==> config.mk <==
export PLATFORM = sky130hd
export DESIGN_NAME = spi_cmd_receiver
export DESIGN_NICKNAME = d
export VERILOG_FILES = /design/src/rtl/spi_cmd_receiver.sv
export SDC_FILE = /design/constraint.sdc
export NUM_CORES = 1
export LEC_CHECK = 0
export BUFFER_PORTS_ARGS = -buffer_cell sky130_fd_sc_hd__buf_4
export CAP_MARGIN = 20
export CORE_ASPECT_RATIO = 1.1
export CORE_UTILIZATION = 45
export CTS_BUF_LIST = sky130_fd_sc_hd__clkbuf_16
export DETAILED_ROUTE_END_ITERATION = 10
export PLACE_DENSITY = 0.77
export SLEW_MARGIN = 5
export SYNTH_ARGS = -nofsm -noshare
export SYNTH_HDL_FRONTEND = slang
export SYNTH_SLANG_ARGS = --single-unit
==> constraint.sdc <==
create_clock -name clk -period 1.65 [get_ports clk]
set_clock_uncertainty 0.1 [all_clocks]
set_input_delay 0.165 -clock clk [delete_from_list [all_inputs] [get_ports clk]]
set_output_delay 0.165 -clock clk [all_outputs]
set_load 0.005 [all_outputs]
==> src/rtl/spi_cmd_receiver.sv <==
// rtl/spi_cmd_receiver.sv - SPI slave command decoder feeding palette, misc and sprite shift controls
// Define SPI_READBACK_EN to build the MISO register readback path (op 5).
module spi_cmd_receiver #(
  parameter logic [5:0] COLOR1_DEFAULT = 6'b110001,
  parameter logic [5:0] COLOR2_DEFAULT = 6'b010101,
  parameter logic [5:0] COLOR3_DEFAULT = 6'b001100,
  parameter logic [5:0] COLOR4_DEFAULT = 6'b101100,
  parameter logic [4:0] MISC_DEFAULT   = 5'b00110
) (
  input  logic       clk,
  input  logic       reset_n,
  input  logic       spi_sclk,
  input  logic       spi_mosi,
  output logic       spi_miso,
  input  logic       spi_cs,
  input  logic       sprite_data,
  output logic       spi_sprite_shift,
  output logic       spi_sprite_mode,
  output logic       spi_mosi_sync,
  output logic       shift_x,
  output logic       shift_y,
  output logic [5:0] color1,
  output logic [5:0] color2,
  output logic [5:0] color3,
  output logic [5:0] color4,
  output logic [4:0] misc
);

  typedef enum logic [2:0] {IDLE, CMD, WREG, SPRITE, POSX, POSY, RREG, IGNORE} state_t;

  state_t     state, state_nxt;
  logic [2:0] sclk_pipe, mosi_pipe, cs_pipe;
  logic [2:0] bit_cnt;
  logic [6:0] rx_shift;
  logic [3:0] cmd_addr;
  logic       sample, cs_fall, cs_rise, byte_done;
  logic [7:0] byte_in;
  logic       capture, sprite_nxt, x_nxt, y_nxt, wr_en;
  logic       unused_sprite_data;

  assign unused_sprite_data = sprite_data;

  // pipe[1] is the synchronised value, pipe[2] its one-cycle history.
  // cs resets low so a cs already asserted at reset release is not seen as a fresh falling edge.
  always_ff @(posedge clk) begin
    if (!reset_n) begin
      sclk_pipe <= 3'b000;
      mosi_pipe <= 3'b000;
      cs_pipe   <= 3'b000;
    end else begin
      sclk_pipe <= {sclk_pipe[1:0], spi_sclk};
      mosi_pipe <= {mosi_pipe[1:0], spi_mosi};
      cs_pipe   <= {cs_pipe[1:0], spi_cs};
    end
  end

  assign cs_fall   = cs_pipe[2] & ~cs_pipe[1];
  assign cs_rise   = ~cs_pipe[2] & cs_pipe[1];
  assign sample    = sclk_pipe[2] & ~sclk_pipe[1] & ~cs_rise;
  assign byte_done = sample & (bit_cnt == 3'd7);
  assign byte_in   = {rx_shift, mosi_pipe[1]};

  always_ff @(posedge clk) begin
    if (!reset_n) state <= IDLE;
    else          state <= state_nxt;
  end

  always_comb begin
    state_nxt = state;
    if (cs_rise) begin
      state_nxt = IDLE;
    end else begin
      case (state)
        IDLE: if (cs_fall) state_nxt = CMD;
        CMD: begin
          if (byte_done) begin
            case (byte_in[7:4])
              4'd1:    state_nxt = WREG;
              4'd2:    state_nxt = SPRITE;
              4'd3:    state_nxt = POSX;
              4'd4:    state_nxt = POSY;
`ifdef SPI_READBACK_EN
              4'd5:    state_nxt = RREG;
`endif
              default: state_nxt = IGNORE;
            endcase
          end
        end
        WREG, POSX, POSY, RREG: if (byte_done) state_nxt = IGNORE;
        default: ;
      endcase
    end
  end

  always_comb begin
    capture         = 1'b0;
    sprite_nxt      = 1'b0;
    x_nxt           = 1'b0;
    y_nxt           = 1'b0;
    wr_en           = 1'b0;
    spi_sprite_mode = (state == SPRITE);
    if (sample) begin
      case (state)
        SPRITE: begin capture = 1'b1; sprite_nxt = 1'b1; end
        POSX:   begin capture = 1'b1; x_nxt = 1'b1; end
        POSY:   begin capture = 1'b1; y_nxt = 1'b1; end
        WREG:   wr_en = byte_done;
        default: ;
      endcase
    end
  end

  always_ff @(posedge clk) begin
    if (!reset_n) begin
      spi_sprite_shift <= 1'b0;
      shift_x          <= 1'b0;
      shift_y          <= 1'b0;
      spi_mosi_sync    <= 1'b0;
      bit_cnt          <= 3'd0;
      rx_shift         <= 7'd0;
      cmd_addr         <= 4'd0;
      color1           <= COLOR1_DEFAULT;
      color2           <= COLOR2_DEFAULT;
      color3           <= COLOR3_DEFAULT;
      color4           <= COLOR4_DEFAULT;
      misc             <= MISC_DEFAULT;
    end else begin
      spi_sprite_shift <= sprite_nxt;
      shift_x          <= x_nxt;
      shift_y          <= y_nxt;
      if (capture) spi_mosi_sync <= mosi_pipe[1];
      if (cs_fall)     bit_cnt <= 3'd0;
      else if (sample) bit_cnt <= bit_cnt + 3'd1;
      if (sample) rx_shift <= byte_in[6:0];
      if (state == CMD && byte_done) cmd_addr <= byte_in[3:0];
      if (wr_en) begin
        case (cmd_addr)
          4'd0:    color1 <= byte_in[5:0];
          4'd1:    color2 <= byte_in[5:0];
          4'd2:    color3 <= byte_in[5:0];
          4'd3:    color4 <= byte_in[5:0];
          4'd4:    misc   <= byte_in[4:0];
          default: ;
        endcase
      end
    end
  end

`ifdef SPI_READBACK_EN
  logic [7:0] tx_shift;
  logic [7:0] read_val;
  logic       miso_q;
  logic       launch;

  assign launch = ~sclk_pipe[2] & sclk_pipe[1] & ~cs_rise;

  always_comb begin
    case (byte_in[3:0])
      4'd0:    read_val = {2'b00, color1};
      4'd1:    read_val = {2'b00, color2};
      4'd2:    read_val = {2'b00, color3};
      4'd3:    read_val = {2'b00, color4};
      4'd4:    read_val = {3'b000, misc};
      default: read_val = 8'h00;
    endcase
  end

  // Each launch edge presents the next bit; the host samples it on the following falling edge.
  always_ff @(posedge clk) begin
    if (!reset_n) begin
      tx_shift <= 8'h00;
      miso_q   <= 1'b0;
    end else if (cs_rise) begin
      miso_q <= 1'b0;
    end else if (state == CMD && byte_done && byte_in[7:4] == 4'd5) begin
      tx_shift <= read_val;
    end else if (state == RREG) begin
      if (byte_done) begin
        miso_q <= 1'b0;
      end else if (launch) begin
        miso_q   <= tx_shift[7];
        tx_shift <= {tx_shift[6:0], 1'b0};
      end
    end
  end

  assign spi_miso = miso_q;
`else
  assign spi_miso = 1'b0;
`endif

endmodule

# == After elaboration in Yosys (flattened, before gate mapping) ==
# Cells that the tools add are included.
# totals
register_bits,58
out_inout_bits,35
word_cells,72
in_bits,6
# classes
eq_ne,18
n_addsub,1
bitwise,10
mux,12
reduce_logical,15
# ops
operator,n
$eq 4x2->1 const B,4
$eq 3x3->1 const B,4
$pmux 3 s4,1
$reduce_and 2->1,6
$mux 3,3
$pmux 3 s3,1
$eq 4x1->1 const B,2
$eq 4x3->1 const B,2
$mux 1,7
$eq 3x2->1 const B,2
$ne 2x2->1 const B,3
$and 1x1->1,5
$not 1->1,5
$logic_not 4->1,1
$reduce_and 4->1,1
$reduce_or 2->1,2
$reduce_or 4->1,1
$add 3x1->3 const B,1
$eq 3x1->1 const B,1
$logic_not 3->1,1
$reduce_bool 3->1,1
$reduce_or 3->1,1
$logic_and 1x1->1,1

# == Longest topological paths before layout ==
# Gate-level depths: netlist of the first run.
# depth
ltp_word,8
ltp_mapped,7

# == Worst setup path before layout of the first run ==
# OpenSTA, ideal clock, no wires.
# synth_path
path_kind,register to register
startpoint,register bit_cnt[0]
endpoint,register color3[2]
arrival_time_ps,1520
synth_period_minus_slack_ps,1747
setup_slack_ps,-97
required_time_ps,1423
stages_incl_launch_ff,8
cell_sequence,dfxtp_1 > ha_1 > ha_1 > and4bb_1 > and3_1 > buf_6 > nand4b_4 > mux2i_1
# synth_between
elab_chain_cells,5
# synth_lines
element,line_no,rtl
from (decl),33,logic [2:0] bit_cnt;
from (signal assigned),133,else if (sample) bit_cnt <= bit_cnt + 3'd1;
$eq 3x3->1,60,assign byte_done = sample & (bit_cnt == 3'd7);
$and 1x1->1,60,
$mux 1,103,case (state)
$mux 1,102,if (sample) begin
$reduce_and 2->1 (no line),--,
to (signal assigned),140,4'd2: color3 <= byte_in[5:0];
to (decl),24,"output logic [5:0] color3,"
# Every way passes these cells.
# A chain may end at the register's enable or synchronous reset.

# == Worst setup path after layout of the first run ==
# Ends and elaborated chain as after synthesis.

==> impl_results.html, run 1 <==
<table>
<tr><th>Metric</th><th>Value</th></tr>
<tr><th colspan="2">Status</th></tr>
<tr><td>Status</td><td>finished, violations left</td></tr>
<tr><td>Violations in the final reports</td><td>setup timing</td></tr>
<tr><th colspan="2">STA</th></tr>
<tr><td>Share of the clock period used by the worst path after layout</td><td>103.2%</td></tr>
<tr><td>Smallest setup slack after layout</td><td>-0.05235 ns</td></tr>
<tr><td>Slew Limit Fails</td><td>0</td></tr>
<tr><td>Final setup violation count</td><td>19</td></tr>
<tr><td>Worst max-slew margin expressed relative to the limit</td><td>66.02%</td></tr>
<tr><td>Setup repair after global routing missed its margin</td><td>true</td></tr>
<tr><td>Fmax</td><td>slightly below 600 MHz</td></tr>
<tr><td>Final critical-path required period</td><td>1.702 ns</td></tr>
<tr><td>Slew @ Worst Pin</td><td>about 0.51 ns</td></tr>
<tr><td>Final hold violations</td><td>0</td></tr>
<tr><td>Total negative slack</td><td>-0.5784 ns</td></tr>
<tr><th colspan="2">Routing</th></tr>
<tr><td>ANT nets after route</td><td>0</td></tr>
<tr><td>Starting DRC count in detailed routing</td><td>about 120</td></tr>
<tr><td>Overall via count from detail_route</td><td>around 1800</td></tr>
<tr><td>Routed WL per cell</td><td>between 10 and 15 um</td></tr>
<tr><td>DRC violation count after routing</td><td>0</td></tr>
<tr><td>Total length of routed wires</td><td>a little under 5 mm</td></tr>
<tr><td>Number of iterations in the first detailed-routing pass</td><td>4</td></tr>
<tr><td>Detail-routed via count per cell</td><td>between 5 and 6</td></tr>
<tr><th colspan="2">Synth</th></tr>
<tr><td>Cell type contributing the most total cell area after synthesis</td><td>sky130_fd_sc_hd__dfxtp_1</td></tr>
<tr><td>Most frequent cell after synthesis</td><td>sky130_fd_sc_hd__dfxtp_1</td></tr>
<tr><td>Syn_area_per_cell</td><td>around 9.9 um^2</td></tr>
<tr><td>Top cell types by occurrence after synthesis</td><td>sky130_fd_sc_hd__dfxtp_1 (58), sky130_fd_sc_hd__nand2_1 (48), sky130_fd_sc_hd__mux2i_1 (28), sky130_fd_sc_hd__nor2b_1 (16), sky130_fd_sc_hd__clkbuf_1 (10)</td></tr>
<tr><td>Summed instance area of the synthesized netlist</td><td>roughly 0.0024 mm^2</td></tr>
<tr><td>Largest cells by area after synthesis</td><td>sky130_fd_sc_hd__dfxtp_1 (49%), sky130_fd_sc_hd__mux2i_1 (12%), sky130_fd_sc_hd__nand2_1 (7.5%)</td></tr>
<tr><td>Yosys reg bits</td><td>just under 60</td></tr>
<tr><td>Proportion of synthesized flip-flops having asynchronous set or reset</td><td>0%</td></tr>
<tr><td>Yosys warnings</td><td>0</td></tr>
<tr><td>Area share of the largest cell type after synthesis</td><td>48.64%</td></tr>
<tr><td>Post-Syn Nets</td><td>between 200 and 250</td></tr>
<tr><td>Post-synth EDFFs</td><td>0</td></tr>
<tr><td>Share of the yosys chip area belonging to registers</td><td>48.64%</td></tr>
<tr><td>Commonest register cell after synthesis</td><td>sky130_fd_sc_hd__dfxtp_1</td></tr>
<tr><td>Count of unique library cells instantiated by Yosys</td><td>44</td></tr>
<tr><td>Syn Inst Count</td><td>around 240</td></tr>
<tr><th colspan="2">Clock tree</th></tr>
<tr><td>Number of clock sinks seen by CTS</td><td>between 50 and 60</td></tr>
<tr><td>Clock transition at the registers of the reported paths</td><td>approximately 0.050 ns</td></tr>
<tr><td>TritonCTS clock tree</td><td>yes</td></tr>
<tr><td>CTS max path bufs</td><td>2</td></tr>
<tr><td>Clock Latency Late Sink</td><td>between 0.3 and 0.4 ns</td></tr>
<tr><td>Cts bufs inserted</td><td>9</td></tr>
<tr><td>Count of H-tree levels built during CTS</td><td>3</td></tr>
<tr><td>Clk Tree Root Cell</td><td>sky130_fd_sc_hd__clkbuf_16</td></tr>
<tr><th colspan="2">Power and ir drop</th></tr>
<tr><td>Worst IR Drop VDD</td><td>approximately 0.6 mV</td></tr>
<tr><td>Standby leakage power</td><td>1.438 nW</td></tr>
<tr><td>Areal power density over the cells</td><td>1024 mW/mm^2</td></tr>
<tr><th colspan="2">Placement</th></tr>
<tr><td>Post-Place Cells</td><td>339</td></tr>
<tr><td>Global placement routability congestion</td><td>0.9193</td></tr>
<tr><td>Placed cell area</td><td>between 0.002 and 0.003 mm^2</td></tr>
<tr><td>HPWL reported at the end of detailed placement</td><td>between 3 and 4 mm</td></tr>
<tr><td>Number of port buffers</td><td>38</td></tr>
<tr><th colspan="2">Die</th></tr>
<tr><td>Die Footprint</td><td>around 0.0056 mm^2</td></tr>
<tr><td>Core Rows</td><td>27</td></tr>
<tr><td>Effective utilization at floorplan</td><td>between 40% and 50%</td></tr>
<tr><td>Placeable core region</td><td>0.005067 mm^2</td></tr>
<tr><td>Number of ports placed on the die boundary</td><td>~40</td></tr>
<tr><td>Die W</td><td>~71 um</td></tr>
<tr><td>Overall die height</td><td>78.39 um</td></tr>
<tr><th colspan="2">GRT</th></tr>
<tr><td>Initial antenna violation count</td><td>0</td></tr>
<tr><td>Remaining global-route overflow</td><td>0</td></tr>
<tr><td>Via count of the first global-routing pass</td><td>between 1500 and 2000</td></tr>
<tr><td>Global-route wire length before repair</td><td>approximately 8.6 mm</td></tr>
<tr><td>Total global-route track usage</td><td>between 20% and 30%</td></tr>
<tr><td>Largest net degree at the start of global routing</td><td>26</td></tr>
<tr><th colspan="2">Critical path</th></tr>
<tr><td>Worst Setup Path Type</td><td>reg2reg</td></tr>
<tr><td>Series of cell instances along the critical path</td><td>ha_4, ha_4, and4bb_1, and3_4, nand4b_4, mux2i_1</td></tr>
<tr><td>Maximum fanout along the worst path</td><td>6</td></tr>
<tr><td>Critical Path Slowest Stage Cell</td><td>sky130_fd_sc_hd__dfxtp_2</td></tr>
<tr><td>Data arrival time at the worst-slack endpoint</td><td>roughly 1.8 ns</td></tr>
<tr><td>Worst reg-to-reg path cell count</td><td>6</td></tr>
<tr><td>Worst r2r dst</td><td>color3[2]</td></tr>
<tr><td>Data required time of the worst path</td><td>approximately 1.7 ns</td></tr>
<tr><td>Top cell by count, worst path</td><td>sky130_fd_sc_hd__ha_4</td></tr>
<tr><td>Endpoint type of the worst setup path</td><td>flip-flop</td></tr>
<tr><td>Max incr delay on CP</td><td>0.34 ns</td></tr>
<tr><td>Launch instance of the worst register-to-register path</td><td>bit_cnt[0]</td></tr>
<tr><td>Sort of element at the start of the critical path</td><td>flip-flop</td></tr>
<tr><td>Setup slack, reg-to-reg</td><td>-0.05 ns</td></tr>
<tr><th colspan="2">Final layout</th></tr>
<tr><td>Post-route standard cell area excluding fillers</td><td>about 0.0032 mm^2</td></tr>
<tr><td>Final cell count without fillers</td><td>between 300 and 400</td></tr>
<tr><td>Core Util, Final</td><td>between 60% and 70%</td></tr>
<tr><td>Fin nets</td><td>305</td></tr>
<tr><td>Diode insertion count for antenna repair</td><td>0</td></tr>
<tr><td>Count of filler cells inserted in the layout</td><td>approximately 420</td></tr>
<tr><td>Area growth from synthesis to final layout</td><td>33.28%</td></tr>
<tr><td>Layout cell share with drive strength beyond 1</td><td>29.14%</td></tr>
<tr><th colspan="2">Min path</th></tr>
<tr><td>Path type of the worst min-delay path</td><td>in2reg</td></tr>
<tr><td>Hold path startpoint</td><td>reset_n</td></tr>
<tr><td>Number of stages on the worst hold path</td><td>2</td></tr>
<tr><td>WHS Endpoint</td><td>misc[1]</td></tr>
<tr><th colspan="2">Run</th></tr>
<tr><td>Count of maximum capacitance violations</td><td>0</td></tr>
</table>
kinds of logic (layout without fill, tap and decap cells):
| kind of cell | after synthesis | in the layout | synth area share [%] |
|---|---|---|---|
| and+or+nand+nor | 109 | 109 | 26.68 |
| DFF | 58 | 58 | 48.64 |
| muxes | 28 | 28 | 11.74 |
| AOI/OAI and AO/OA | 22 | 22 | 6.290 |
| buffers and inverters | 18 | 79 | 4.350 |
| xor gates and xnor gates | 3 | 3 | 1.101 |
| adders and majority gates | 2 | 2 | 1.048 |
| other | 1 | 1 | 0.1571 |
stage by stage:
stage | hold WS [ns] | power, W | setup slack, ns
2_1_floorplan | 0.1923 | 0.001500 | -0.01797
3_3_place_gp | 0.2746 | 0.001523 | -0.08557
3_5_place_dp | 0.2760 | 0.001525 | -0.1114
4_1_cts | 0.02291 | 0.003293 | -0.06159
5_1_grt | 0.05994 | 0.003361 | -0.1572
6_report | 0.02786 | 0.003258 | -0.05235
report_power, final:
part           switching [W]  total [W]  internal (W)  leakage, nW
combinational      0.0000471  0.0000860     0.0000389        0.820
clock               0.000606    0.00175       0.00115        0.148
sequential        0.00000521    0.00142       0.00141        0.470
sequential cells by signal, indices dropped and copies added, names as in the netlist, 2 cells and up:
name and cells:
cmd_addr 4, color1 6, color3 6, mosi_pipe 2, state 3, color2 6
misc 5, rx_shift 7, bit_cnt 3, cs_pipe 3, color4 6, sclk_pipe 3
worst max-delay path by stage:
| stage | start | endpoint | slack (ns) | depth (start not counted) |
|---|---|---|---|---|
| floorplan | bit_cnt[1] | color3[2] | -0.02 | 7 |
| global placement | bit_cnt[1] | color4[2] | -0.09 | 7 |
| detailed placement | bit_cnt[1] | color3[2] | -0.11 | 7 |
| CTS | bit_cnt[0] | color2[2] | -0.06 | 6 |
| global route | bit_cnt[1] | color2[2] | -0.16 | 6 |
| finish | bit_cnt[0] | color3[2] | -0.05 | 6 |
layer usage:
metal / global-route usage (%) / vias up / wire, um
li1: - / 930 / -
met1: 25.28 / 835 / 2335
met2: 32.29 / 31 / 2379
met3: 3.979 / 11 / 134
met4: 12.00 / 0 / 125
met5: 0 / - / 0
worst max-delay path: cells and delay by family, from the launching register on:
family | cells | cell delay (ns)
adder cells (fa/ha/maj) | 2 | 0.26
flip-flops | 1 | 0.34
multiplexers | 1 | 0.16
AND/OR/NAND/NOR | 3 | 0.71
final cells by class:
class / count / area [um^2] / share of cell area, %
Clock inverter: 7 / 61.31 / 1.927
Inverter: 1 / 3.754 / 0.1180
Multi-Input combinational cell: 165 / 1175 / 36.93
Clock buffer: 9 / 225.2 / 7.078
Timing Repair Buffer: 62 / 480.5 / 15.10
Sequential cell: 58 / 1164 / 36.57
Tap cell: 58 / 72.57 / 2.281
what timing repair did:
item | CTS | global route
setup buffers | 2 | 1
gates resized for setup | 2 | 6
setup endpoints to repair | 28 | 31
hold buffers | 3 | 0
pin swaps | 5 | 3
hold endpoints to repair | 3 | 0
gates cloned | 0 | 0
placed cells by master (no fill, tap or decap), drive strengths merged, types with 2 or more instances in the layout:
cell,instances
o21ai,3
xnor2,2
nand3,7
a21oi,4
dfxtp,58
nor2,6
and3,2
nand4b,2
ha,2
nand4,2
a311oi,2
inv,2
dlygate4sd3,3
nor4b,2
and3b,2
nor2b,16
clkbuf,9
a21boi,7
nand2,48
nor4,2
buf,59
nand2b,3
clkinv,5
and2,9
mux2i,28
(Power assumes the default switching activity.)
==> inputs of run 2 (changes only) <==
--- a/config.mk
+++ b/config.mk
@@ -11,7 +11,7 @@
 export CORE_UTILIZATION = 45
 export CTS_BUF_LIST = sky130_fd_sc_hd__clkbuf_16
 export DETAILED_ROUTE_END_ITERATION = 10
-export PLACE_DENSITY = 0.77
+export PLACE_DENSITY = 0.74
 export SLEW_MARGIN = 5
 export SYNTH_ARGS = -nofsm -noshare
 export SYNTH_HDL_FRONTEND = slang
==> constraint.sdc (replaced) <==
create_clock -name clk -period 1.9 [get_ports clk]
set_clock_uncertainty 0.1 [all_clocks]
set_input_delay 0.19 -clock clk [delete_from_list [all_inputs] [get_ports clk]]
set_output_delay 0.19 -clock clk [all_outputs]
set_load 0.005 [all_outputs]
==> run 2 against run 1 <==
The flow now finishes without violations. Fmax fell by 5.7%. Sequential cell count did not move. Register-to-register slack improved by 0.15 ns. Core utilization fell by 2.3 points. Routed wire length fell by 3.8%. Sequential share of layout area rose by 1.4 points. Design area fell by 3.7%. Worst hold slack improved by 0.090 ns. Clock-buffer cell count did not move. Sequential power fell by 13%. Critical path type unchanged. Critical endpoint is now color3[4]. Highest routed layer unchanged.
==> impl_results.html, run 2 (synthesis results as in run 1) <==
<table>
<tr><th>Metric</th><th>Value</th></tr>
<tr><th colspan="2">Status</th></tr>
<tr><td>Status</td><td>finished, final reports clean</td></tr>
<tr><th colspan="2">Critical path</th></tr>
<tr><td>Sort of element at the start of the critical path</td><td>flip-flop</td></tr>
<tr><td>Maximum fanout along the worst path</td><td>6 (unchanged)</td></tr>
<tr><td>Crit path from</td><td>bit_cnt[0]</td></tr>
<tr><td>Data arrival time at the worst-slack endpoint</td><td>1.94 ns (+0.14 ns)</td></tr>
<tr><td>Worst Setup Path Type</td><td>reg2reg</td></tr>
<tr><td>Data required time of the worst path</td><td>2.03 ns (+0.29 ns)</td></tr>
<tr><td>Worst r2r dst</td><td>color3[4]</td></tr>
<tr><td>Worst reg-to-reg path cell count</td><td>7 (+1)</td></tr>
<tr><td>Endpoint type of the worst setup path</td><td>flip-flop</td></tr>
<tr><td>Launch instance of the worst register-to-register path</td><td>bit_cnt[0]</td></tr>
<tr><td>Setup slack, reg-to-reg</td><td>0.09 ns (+0.15 ns)</td></tr>
<tr><th colspan="2">Min path</th></tr>
<tr><td>Path type of the worst min-delay path</td><td>in2reg</td></tr>
<tr><td>WHS Endpoint</td><td>misc[1]</td></tr>
<tr><td>Hold path startpoint</td><td>reset_n</td></tr>
<tr><td>Number of stages on the worst hold path</td><td>2 (unchanged)</td></tr>
<tr><th colspan="2">STA</th></tr>
<tr><td>Slew Limit Fails</td><td>0 (unchanged)</td></tr>
<tr><td>Final setup violation count</td><td>0 (-19)</td></tr>
<tr><td>Share of the clock period used by the worst path after layout</td><td>95.03% (-8.1 points)</td></tr>
<tr><td>Fmax</td><td>553.8 MHz (-5.7%)</td></tr>
<tr><td>Final critical-path required period</td><td>1.806 ns (+0.1033 ns)</td></tr>
<tr><td>Total negative slack</td><td>0 ns (+0.5784 ns)</td></tr>
<tr><td>Slew @ Worst Pin</td><td>0.5495 ns (+0.04110 ns)</td></tr>
<tr><td>Final hold violations</td><td>0 (unchanged)</td></tr>
<tr><td>Worst max-slew margin expressed relative to the limit</td><td>63.37% (-2.7 points)</td></tr>
<tr><td>Setup repair after global routing missed its margin</td><td>false</td></tr>
<tr><th colspan="2">Final layout</th></tr>
<tr><td>Area used by multi-input combinational logic</td><td>0.001161 mm^2 (-1.2%)</td></tr>
<tr><td>Max FFs per register</td><td>7 (unchanged)</td></tr>
<tr><td>Area growth from synthesis to final layout</td><td>28.41%</td></tr>
<tr><td>Register Area</td><td>0.001164 mm^2 (unchanged)</td></tr>
<tr><td>Post-route standard cell area excluding fillers</td><td>0.003065 mm^2 (-3.7%)</td></tr>
<tr><td>Most common library cell in the layout ignoring fill and taps</td><td>sky130_fd_sc_hd__dfxtp_1</td></tr>
<tr><td>Fin nets</td><td>292 (-4.3%)</td></tr>
<tr><td>Count of filler cells inserted in the layout</td><td>435 (+3.8%)</td></tr>
<tr><td>Register with the most flip-flops</td><td>rx_shift</td></tr>
<tr><td>Diode insertion count for antenna repair</td><td>0 (unchanged)</td></tr>
<tr><td>Commonest cells after routing, fill and taps aside</td><td>sky130_fd_sc_hd__dfxtp_1 (56), sky130_fd_sc_hd__nand2_1 (48), sky130_fd_sc_hd__buf_4 (45), sky130_fd_sc_hd__mux2i_1 (28), sky130_fd_sc_hd__nor2b_1 (16)</td></tr>
<tr><td>Layout cell share with drive strength beyond 1</td><td>23.96% (-5.2 points)</td></tr>
<tr><td>Core Util, Final</td><td>60.49% (-2.3 points)</td></tr>
<tr><th colspan="2">Run</th></tr>
<tr><td>Count of maximum capacitance violations</td><td>0 (unchanged)</td></tr>
<tr><th colspan="2">Die</th></tr>
<tr><td>Number of ports placed on the die boundary</td><td>41 (unchanged)</td></tr>
<tr><td>Core Rows</td><td>27 (unchanged)</td></tr>
<tr><td>Die W</td><td>71.45 um (unchanged)</td></tr>
<tr><td>Overall die height</td><td>78.39 um (unchanged)</td></tr>
<tr><td>Effective utilization at floorplan</td><td>47.11% (unchanged)</td></tr>
<tr><td>Placeable core region</td><td>0.005067 mm^2 (unchanged)</td></tr>
<tr><td>Die Footprint</td><td>0.005601 mm^2 (unchanged)</td></tr>
<tr><th colspan="2">Routing</th></tr>
<tr><td>Starting DRC count in detailed routing</td><td>94 (-23%)</td></tr>
<tr><td>DRC violation count after routing</td><td>0 (unchanged)</td></tr>
<tr><td>Detail-routed via count per cell</td><td>5.237 (+4.3%)</td></tr>
<tr><td>ANT nets after route</td><td>0 (unchanged)</td></tr>
<tr><td>Routed WL per cell</td><td>13.83 um (about the same)</td></tr>
<tr><td>Total length of routed wires</td><td>4.785 mm (-3.8%)</td></tr>
<tr><td>Number of iterations in the first detailed-routing pass</td><td>4 (unchanged)</td></tr>
<tr><td>Overall via count from detail_route</td><td>1812 (+0.28%)</td></tr>
<tr><th colspan="2">Clock tree</th></tr>
<tr><td>Count of H-tree levels built during CTS</td><td>3 (unchanged)</td></tr>
<tr><td>CTS max path bufs</td><td>2 (unchanged)</td></tr>
<tr><td>Setup Fix Bufs, Post-CTS</td><td>0 (-2)</td></tr>
<tr><td>Clk Tree Root Cell</td><td>sky130_fd_sc_hd__clkbuf_16</td></tr>
<tr><td>Number of clock sinks seen by CTS</td><td>58 (unchanged)</td></tr>
<tr><td>TritonCTS clock tree</td><td>yes</td></tr>
<tr><td>Cts bufs inserted</td><td>9 (unchanged)</td></tr>
<tr><td>Clock Latency Late Sink</td><td>0.31 ns (about the same)</td></tr>
<tr><td>Clock transition at the registers of the reported paths</td><td>0.05 ns (about the same)</td></tr>
<tr><th colspan="2">GRT</th></tr>
<tr><td>Largest net degree at the start of global routing</td><td>34 (+31%)</td></tr>
<tr><td>Initial antenna violation count</td><td>0 (unchanged)</td></tr>
<tr><td>Remaining global-route overflow</td><td>0 (unchanged)</td></tr>
<tr><td>Via count of the first global-routing pass</td><td>1646 (-9.4%)</td></tr>
<tr><td>Total global-route track usage</td><td>18.70% (-1.6 points)</td></tr>
<tr><td>Global-route wire length before repair</td><td>7.914 mm (-8.0%)</td></tr>
<tr><th colspan="2">Placement</th></tr>
<tr><td>Placed cell area</td><td>0.002718 mm^2 (-3.9%)</td></tr>
<tr><td>Global placement routability congestion</td><td>0.7956 (-13%)</td></tr>
<tr><td>Number of port buffers</td><td>38 (unchanged)</td></tr>
<tr><td>HPWL reported at the end of detailed placement</td><td>3.223 mm (-2.3%)</td></tr>
<tr><th colspan="2">Power and ir drop</th></tr>
<tr><td>Worst IR Drop VDD</td><td>0.7094 mV (+17%)</td></tr>
<tr><td>Standby leakage power</td><td>1.385 nW (-3.7%)</td></tr>
<tr><td>Areal power density over the cells</td><td>905.3 mW/mm^2 (-12%)</td></tr>
</table>
[run 2: final cells by class]
cell class                 count  share of cell area [%]
timing repair buffer          49                   12.65
clock buffer                   9                   7.347
multi-input combinational    165                   37.88
inverter                       1                  0.1224
clock inverter                 6                   1.673
sequential                    58                   37.96
tap                           58                   2.367
[run 2: worst max path at each step]
stage / to / cells after the start / slack (ns)
final: color3[4] / 7 / 0.09
after floorplan: color3[2] / 7 / 0.15
after global placement: color4[2] / 7 / 0.07
after detailed placement: color2[2] / 7 / 0.05
after CTS: color3[4] / 7 / 0.01
after global routing: color3[4] / 7 / 0.01
[run 2: through the flow]
step	hold WS [ns]	total power, W	setup WS, ns	cells
after floorplan	0.2173	0.001302	0.1534	241
after global placement	0.2970	0.001318	0.07371	328
after detailed placement	0.3040	0.001320	0.05018	328
after CTS	0.1112	0.002801	0.01265	346
after global routing	0.1362	0.002867	0.01141	346
final	0.1179	0.002775	0.09437	346
[run 2: critical path: stages, from the launching register on]
cell and delay (ns):
sky130_fd_sc_hd__dfxtp_2 0.35, sky130_fd_sc_hd__ha_4 0.14, sky130_fd_sc_hd__ha_4 0.11, sky130_fd_sc_hd__and4bb_1 0.25
sky130_fd_sc_hd__and3_4 0.21, sky130_fd_sc_hd__buf_12 0.13, sky130_fd_sc_hd__nand4b_4 0.20, sky130_fd_sc_hd__mux2i_1 0.23
[run 2: repair_timing]
action | CTS | global route
hold endpoints to repair | 3 | 0
hold buffers | 3 | 0
endpoints found under the setup margin | 0 | 19
resized for setup | 0 | 8
[run 2: where the power goes]
group	switching (W)	internal (W)
Clock	0.000490	0.000983
Sequential	0.00000427	0.00123
Combinational	0.0000394	0.0000303
Total	0.000533	0.00224
[run 2: routing by layer]
metal	track usage [%]	part of all wire, %
met2	29.90	50
met4	7.800	0.77
met3	4.621	3.3
met5	0	0
met1	23.98	46
==> inputs of run 3 (changes only) <==
--- a/config.mk
+++ b/config.mk
@@ -5,6 +5,7 @@
 export SDC_FILE = /design/constraint.sdc
 export NUM_CORES = 1
 export LEC_CHECK = 0
+export ABC_AREA = 1
 export BUFFER_PORTS_ARGS = -buffer_cell sky130_fd_sc_hd__buf_4
 export CAP_MARGIN = 20
 export CORE_ASPECT_RATIO = 1.1
==> run 3 against run 2 <==
Sequential share of layout area up 1.3 points. First-iteration DRC count rose by 8.5%. Fmax rose by 9.3%. Combinational power grew to 4.4 times the previous value. Sequential power is 6% higher. Setup slack improved by 0.15 ns. Global-route usage up 0.38 points. Clock-buffer cell count did not move. Critical path type unchanged.
==> impl_results.html, run 3 <==
<table>
<tr><th>Metric</th><th>Value</th></tr>
<tr><th colspan="2">Final layout</th></tr>
<tr><td>Max FFs per register</td><td>7 (unchanged)</td></tr>
<tr><td>Count of filler cells inserted in the layout</td><td>466 (+7.1%)</td></tr>
<tr><td>Post-route standard cell area excluding fillers</td><td>0.002958 mm^2 (-3.5%)</td></tr>
<tr><td>Layout cell share with drive strength beyond 1</td><td>21.84% (-2.1 points)</td></tr>
<tr><td>Area growth from synthesis to final layout</td><td>26.21%</td></tr>
<tr><td>Register with the most flip-flops</td><td>rx_shift</td></tr>
<tr><td>Final cell count without fillers</td><td>406 (+17%)</td></tr>
<tr><td>Register Area</td><td>0.001161 mm^2 (-0.22%)</td></tr>
<tr><td>Area used by multi-input combinational logic</td><td>0.001007 mm^2 (-13%)</td></tr>
<tr><td>Most common library cell in the layout ignoring fill and taps</td><td>sky130_fd_sc_hd__nand2_1</td></tr>
<tr><td>Diode insertion count for antenna repair</td><td>0 (unchanged)</td></tr>
<tr><td>Fin nets</td><td>351 (+20%)</td></tr>
<tr><td>Commonest cells after routing, fill and taps aside</td><td>sky130_fd_sc_hd__nand2_1 (64), sky130_fd_sc_hd__dfxtp_1 (58), sky130_fd_sc_hd__nand3_1 (48), sky130_fd_sc_hd__buf_4 (43), sky130_fd_sc_hd__nor2_1 (33)</td></tr>
<tr><th colspan="2">Die</th></tr>
<tr><td>Core Rows</td><td>27 (unchanged)</td></tr>
<tr><td>Die W</td><td>70.81 um (-0.90%)</td></tr>
<tr><td>Placeable core region</td><td>0.005000 mm^2 (-1.3%)</td></tr>
<tr><td>Number of ports placed on the die boundary</td><td>41 (unchanged)</td></tr>
<tr><td>Overall die height</td><td>77.69 um (-0.90%)</td></tr>
<tr><td>Effective utilization at floorplan</td><td>46.87% (-0.24 points)</td></tr>
<tr><td>Die Footprint</td><td>0.005500 mm^2 (-1.8%)</td></tr>
<tr><th colspan="2">GRT</th></tr>
<tr><td>Global-route met1 utilization</td><td>22.41% (-1.6 points)</td></tr>
<tr><td>Global-route wire length before repair</td><td>8.176 mm (+3.3%)</td></tr>
<tr><td>Largest net degree at the start of global routing</td><td>36 (+5.9%)</td></tr>
<tr><td>Remaining global-route overflow</td><td>0 (unchanged)</td></tr>
<tr><td>Via count of the first global-routing pass</td><td>1882 (+14%)</td></tr>
<tr><td>Initial antenna violation count</td><td>0 (unchanged)</td></tr>
<tr><td>Total global-route track usage</td><td>19.08% (+0.38 points)</td></tr>
<tr><td>Met2 demand-to-capacity share in global routing</td><td>31.44% (+1.5 points)</td></tr>
<tr><td>Global-route track usage on met3</td><td>3.896% (-0.73 points)</td></tr>
<tr><td>GRT Max-Usage Layer</td><td>met2</td></tr>
<tr><th colspan="2">Routing</th></tr>
<tr><td>Starting DRC count in detailed routing</td><td>102 (+8.5%)</td></tr>
<tr><td>ANT nets after route</td><td>0 (unchanged)</td></tr>
<tr><td>Overall via count from detail_route</td><td>2069 (+14%)</td></tr>
<tr><td>Number of iterations in the first detailed-routing pass</td><td>6 (+2)</td></tr>
<tr><td>Total length of routed wires</td><td>4.723 mm (-1.3%)</td></tr>
<tr><td>Detail-routed via count per cell</td><td>5.096 (-2.7%)</td></tr>
<tr><td>Routed WL per cell</td><td>11.63 um (-16%)</td></tr>
<tr><td>DRC violation count after routing</td><td>0 (unchanged)</td></tr>
<tr><th colspan="2">Clock tree</th></tr>
<tr><td>Clk Tree Root Cell</td><td>sky130_fd_sc_hd__clkbuf_16</td></tr>
<tr><td>Count of H-tree levels built during CTS</td><td>3 (unchanged)</td></tr>
<tr><td>Cts bufs inserted</td><td>9 (unchanged)</td></tr>
<tr><td>Clock Latency Late Sink</td><td>0.32 ns (about the same)</td></tr>
<tr><td>CTS max path bufs</td><td>2 (unchanged)</td></tr>
<tr><td>TritonCTS clock tree</td><td>yes</td></tr>
<tr><td>Number of clock sinks seen by CTS</td><td>58 (unchanged)</td></tr>
<tr><td>Clock transition at the registers of the reported paths</td><td>0.05 ns (about the same)</td></tr>
<tr><th colspan="2">Synth</th></tr>
<tr><td>Top cell types by occurrence after synthesis</td><td>sky130_fd_sc_hd__nand2_1 (64), sky130_fd_sc_hd__dfxtp_1 (58), sky130_fd_sc_hd__nand3_1 (48), sky130_fd_sc_hd__nor2_1 (33), sky130_fd_sc_hd__a21oi_1 (20)</td></tr>
<tr><td>Post-Syn Nets</td><td>309 (+24%)</td></tr>
<tr><td>Commonest register cell after synthesis</td><td>sky130_fd_sc_hd__dfxtp_1</td></tr>
<tr><td>Syn Inst Count</td><td>301 (+25%)</td></tr>
<tr><td>Largest cells by area after synthesis</td><td>sky130_fd_sc_hd__dfxtp_1 (50%), sky130_fd_sc_hd__nand3_1 (10%), sky130_fd_sc_hd__nand2_1 (10%)</td></tr>
<tr><td>Syn_area_per_cell</td><td>7.786 um^2 (-21%)</td></tr>
<tr><td>Share of the yosys chip area belonging to registers</td><td>49.55% (+0.91 points)</td></tr>
<tr><td>Cell type contributing the most total cell area after synthesis</td><td>sky130_fd_sc_hd__dfxtp_1</td></tr>
<tr><td>Summed instance area of the synthesized netlist</td><td>0.002343 mm^2 (-1.8%)</td></tr>
<tr><td>Yosys warnings</td><td>0 (unchanged)</td></tr>
<tr><td>Count of unique library cells instantiated by Yosys</td><td>27 (-39%)</td></tr>
<tr><td>Post-synth EDFFs</td><td>0 (unchanged)</td></tr>
<tr><td>Yosys reg bits</td><td>58 (unchanged)</td></tr>
<tr><td>Proportion of synthesized flip-flops having asynchronous set or reset</td><td>0% (unchanged)</td></tr>
<tr><td>Most frequent cell after synthesis</td><td>sky130_fd_sc_hd__nand2_1</td></tr>
<tr><td>Area share of the largest cell type after synthesis</td><td>49.55% (+0.91 points)</td></tr>
<tr><th colspan="2">Placement</th></tr>
<tr><td>Placed cell area</td><td>0.002674 mm^2 (-1.6%)</td></tr>
<tr><td>Global placement routability congestion</td><td>0.8060 (+1.3%)</td></tr>
<tr><td>Number of port buffers</td><td>38 (unchanged)</td></tr>
<tr><td>Post-Place Cells</td><td>387 (+18%)</td></tr>
<tr><td>Post-placement worst setup slack</td><td>0.2536 ns (+0.2034 ns)</td></tr>
<tr><td>HPWL reported at the end of detailed placement</td><td>3.194 mm (-0.93%)</td></tr>
<tr><th colspan="2">STA</th></tr>
<tr><td>Setup repair after global routing missed its margin</td><td>false</td></tr>
<tr><td>Fmax</td><td>605.5 MHz (+9.3%)</td></tr>
<tr><td>Smallest setup slack after layout</td><td>0.2485 ns (+0.1542 ns)</td></tr>
<tr><td>Final setup violation count</td><td>0 (unchanged)</td></tr>
<tr><td>Share of the clock period used by the worst path after layout</td><td>86.92% (-8.1 points)</td></tr>
<tr><td>Final-layout worst hold slack</td><td>0.1416 ns (+0.02368 ns)</td></tr>
<tr><td>Final critical-path required period</td><td>1.651 ns (-0.1542 ns)</td></tr>
<tr><td>Total negative slack</td><td>0 ns (unchanged)</td></tr>
<tr><td>Slew Limit Fails</td><td>0 (unchanged)</td></tr>
<tr><td>Final hold violations</td><td>0 (unchanged)</td></tr>
<tr><th colspan="2">Critical path</th></tr>
<tr><td>Data arrival time at the worst-slack endpoint</td><td>1.75 ns (-0.19 ns)</td></tr>
<tr><td>Sort of element at the start of the critical path</td><td>flip-flop</td></tr>
<tr><td>Data required time of the worst path</td><td>2.00 ns (-0.03 ns)</td></tr>
<tr><td>Maximum fanout along the worst path</td><td>11 (+5)</td></tr>
<tr><td>Endpoint type of the worst setup path</td><td>flip-flop</td></tr>
<tr><td>Worst Setup Path Type</td><td>reg2reg</td></tr>
<tr><th colspan="2">Power and ir drop</th></tr>
<tr><td>Standby leakage power</td><td>1.346 nW (-2.8%)</td></tr>
<tr><td>Areal power density over the cells</td><td>999.3 mW/mm^2 (+10%)</td></tr>
<tr><td>Worst IR Drop VDD</td><td>0.5119 mV (-28%)</td></tr>
<tr><th colspan="2">Run</th></tr>
<tr><td>Count of maximum capacitance violations</td><td>0 (unchanged)</td></tr>
<tr><th colspan="2">Status</th></tr>
<tr><td>Status</td><td>finished, final reports clean</td></tr>
<tr><th colspan="2">Min path</th></tr>
<tr><td>Path type of the worst min-delay path</td><td>in2reg</td></tr>
</table>
==> run 3: changes by cell type in the layout (fill, tap and decap cells not counted), sizes merged, moves of 9 or more <==
cell   before  now
nor2b      16    0
inv         3   24
a21oi       4   21
and2        9    0
nand2      48   68
o21ai       3   14
mux2i      28    0
nand3       7   50
nor2        6   38
==> run 3: cell families (layout without fill, tap and decap cells) <==
group / after synthesis / count (layout) / synth area share, %
and+or+nand+nor: 165 / 165 / 34.12
adders and majority gates: 2 / 2 / 1.068
AOI/OAI and AO/OA: 35 / 35 / 7.635
buffers and inverters: 40 / 87 / 7.474
DFF: 58 / 58 / 49.55
other: 1 / 1 / 0.1600
==> run 3: path summary, 6_finish.rpt <==
| path | slack [ns] | cells past startpoint | endpoint | startpoint |
|---|---|---|---|---|
| worst min register to register | 0.31 | 2 | mosi_pipe[1] | mosi_pipe[0] |
| worst min-delay path | 0.14 | 2 | color1[5] | reset_n |
| worst max-delay path | 0.25 | 8 | misc[2] | bit_cnt[0] |
| worst max register to register | 0.25 | 8 | misc[2] | bit_cnt[0] |
==> run 3: area by class of cell <==
type	count	share of cell area, %
Sequential cell	58	39.26
Multi-Input combinational cell	203	34.05
Timing Repair Buffer	47	12.61
Clock buffer	9	7.614
Inverter	24	3.046
Tap cell	58	2.453
Clock inverter	7	0.9729
==> run 3: where the power goes <==
part           switching (W)  internal [W]
Combinational       0.000202      0.000106
Clock               0.000503      0.000849
Sequential         0.0000399       0.00126
Total               0.000745       0.00221
==> run 3: worst max-delay path: stages (launching register included) <==
cell	delay, ns
sky130_fd_sc_hd__dfxtp_1	0.34
sky130_fd_sc_hd__ha_1	0.15
sky130_fd_sc_hd__ha_1	0.18
sky130_fd_sc_hd__nand3_4	0.12
sky130_fd_sc_hd__nor2_8	0.22
sky130_fd_sc_hd__buf_4	0.19
sky130_fd_sc_hd__nand2_2	0.08
sky130_fd_sc_hd__nand2_1	0.08
sky130_fd_sc_hd__nand3_1	0.06
==> run 3: layer usage <==
metal  vias up  wire [um]
met3        12        206
met1       945       2071
met5         -          0
met2        54       2308
li1       1058          -
met4         0        136
==> run 3: per-stage QoR <==
stage               utilization [%]  total power [W]
floorplan                         -         0.001562
global placement              53.48         0.001615
detailed placement            53.48         0.001620
CTS                           59.16         0.002979
global route                  59.16         0.003097
finish                        59.16         0.002956
==> run 3: timing repair <==
action                    4_1_cts  5_1_grt
hold endpoints to repair        3        0
resized for setup               0        0
setup buffers                   0        0
hold buffers                    3        0
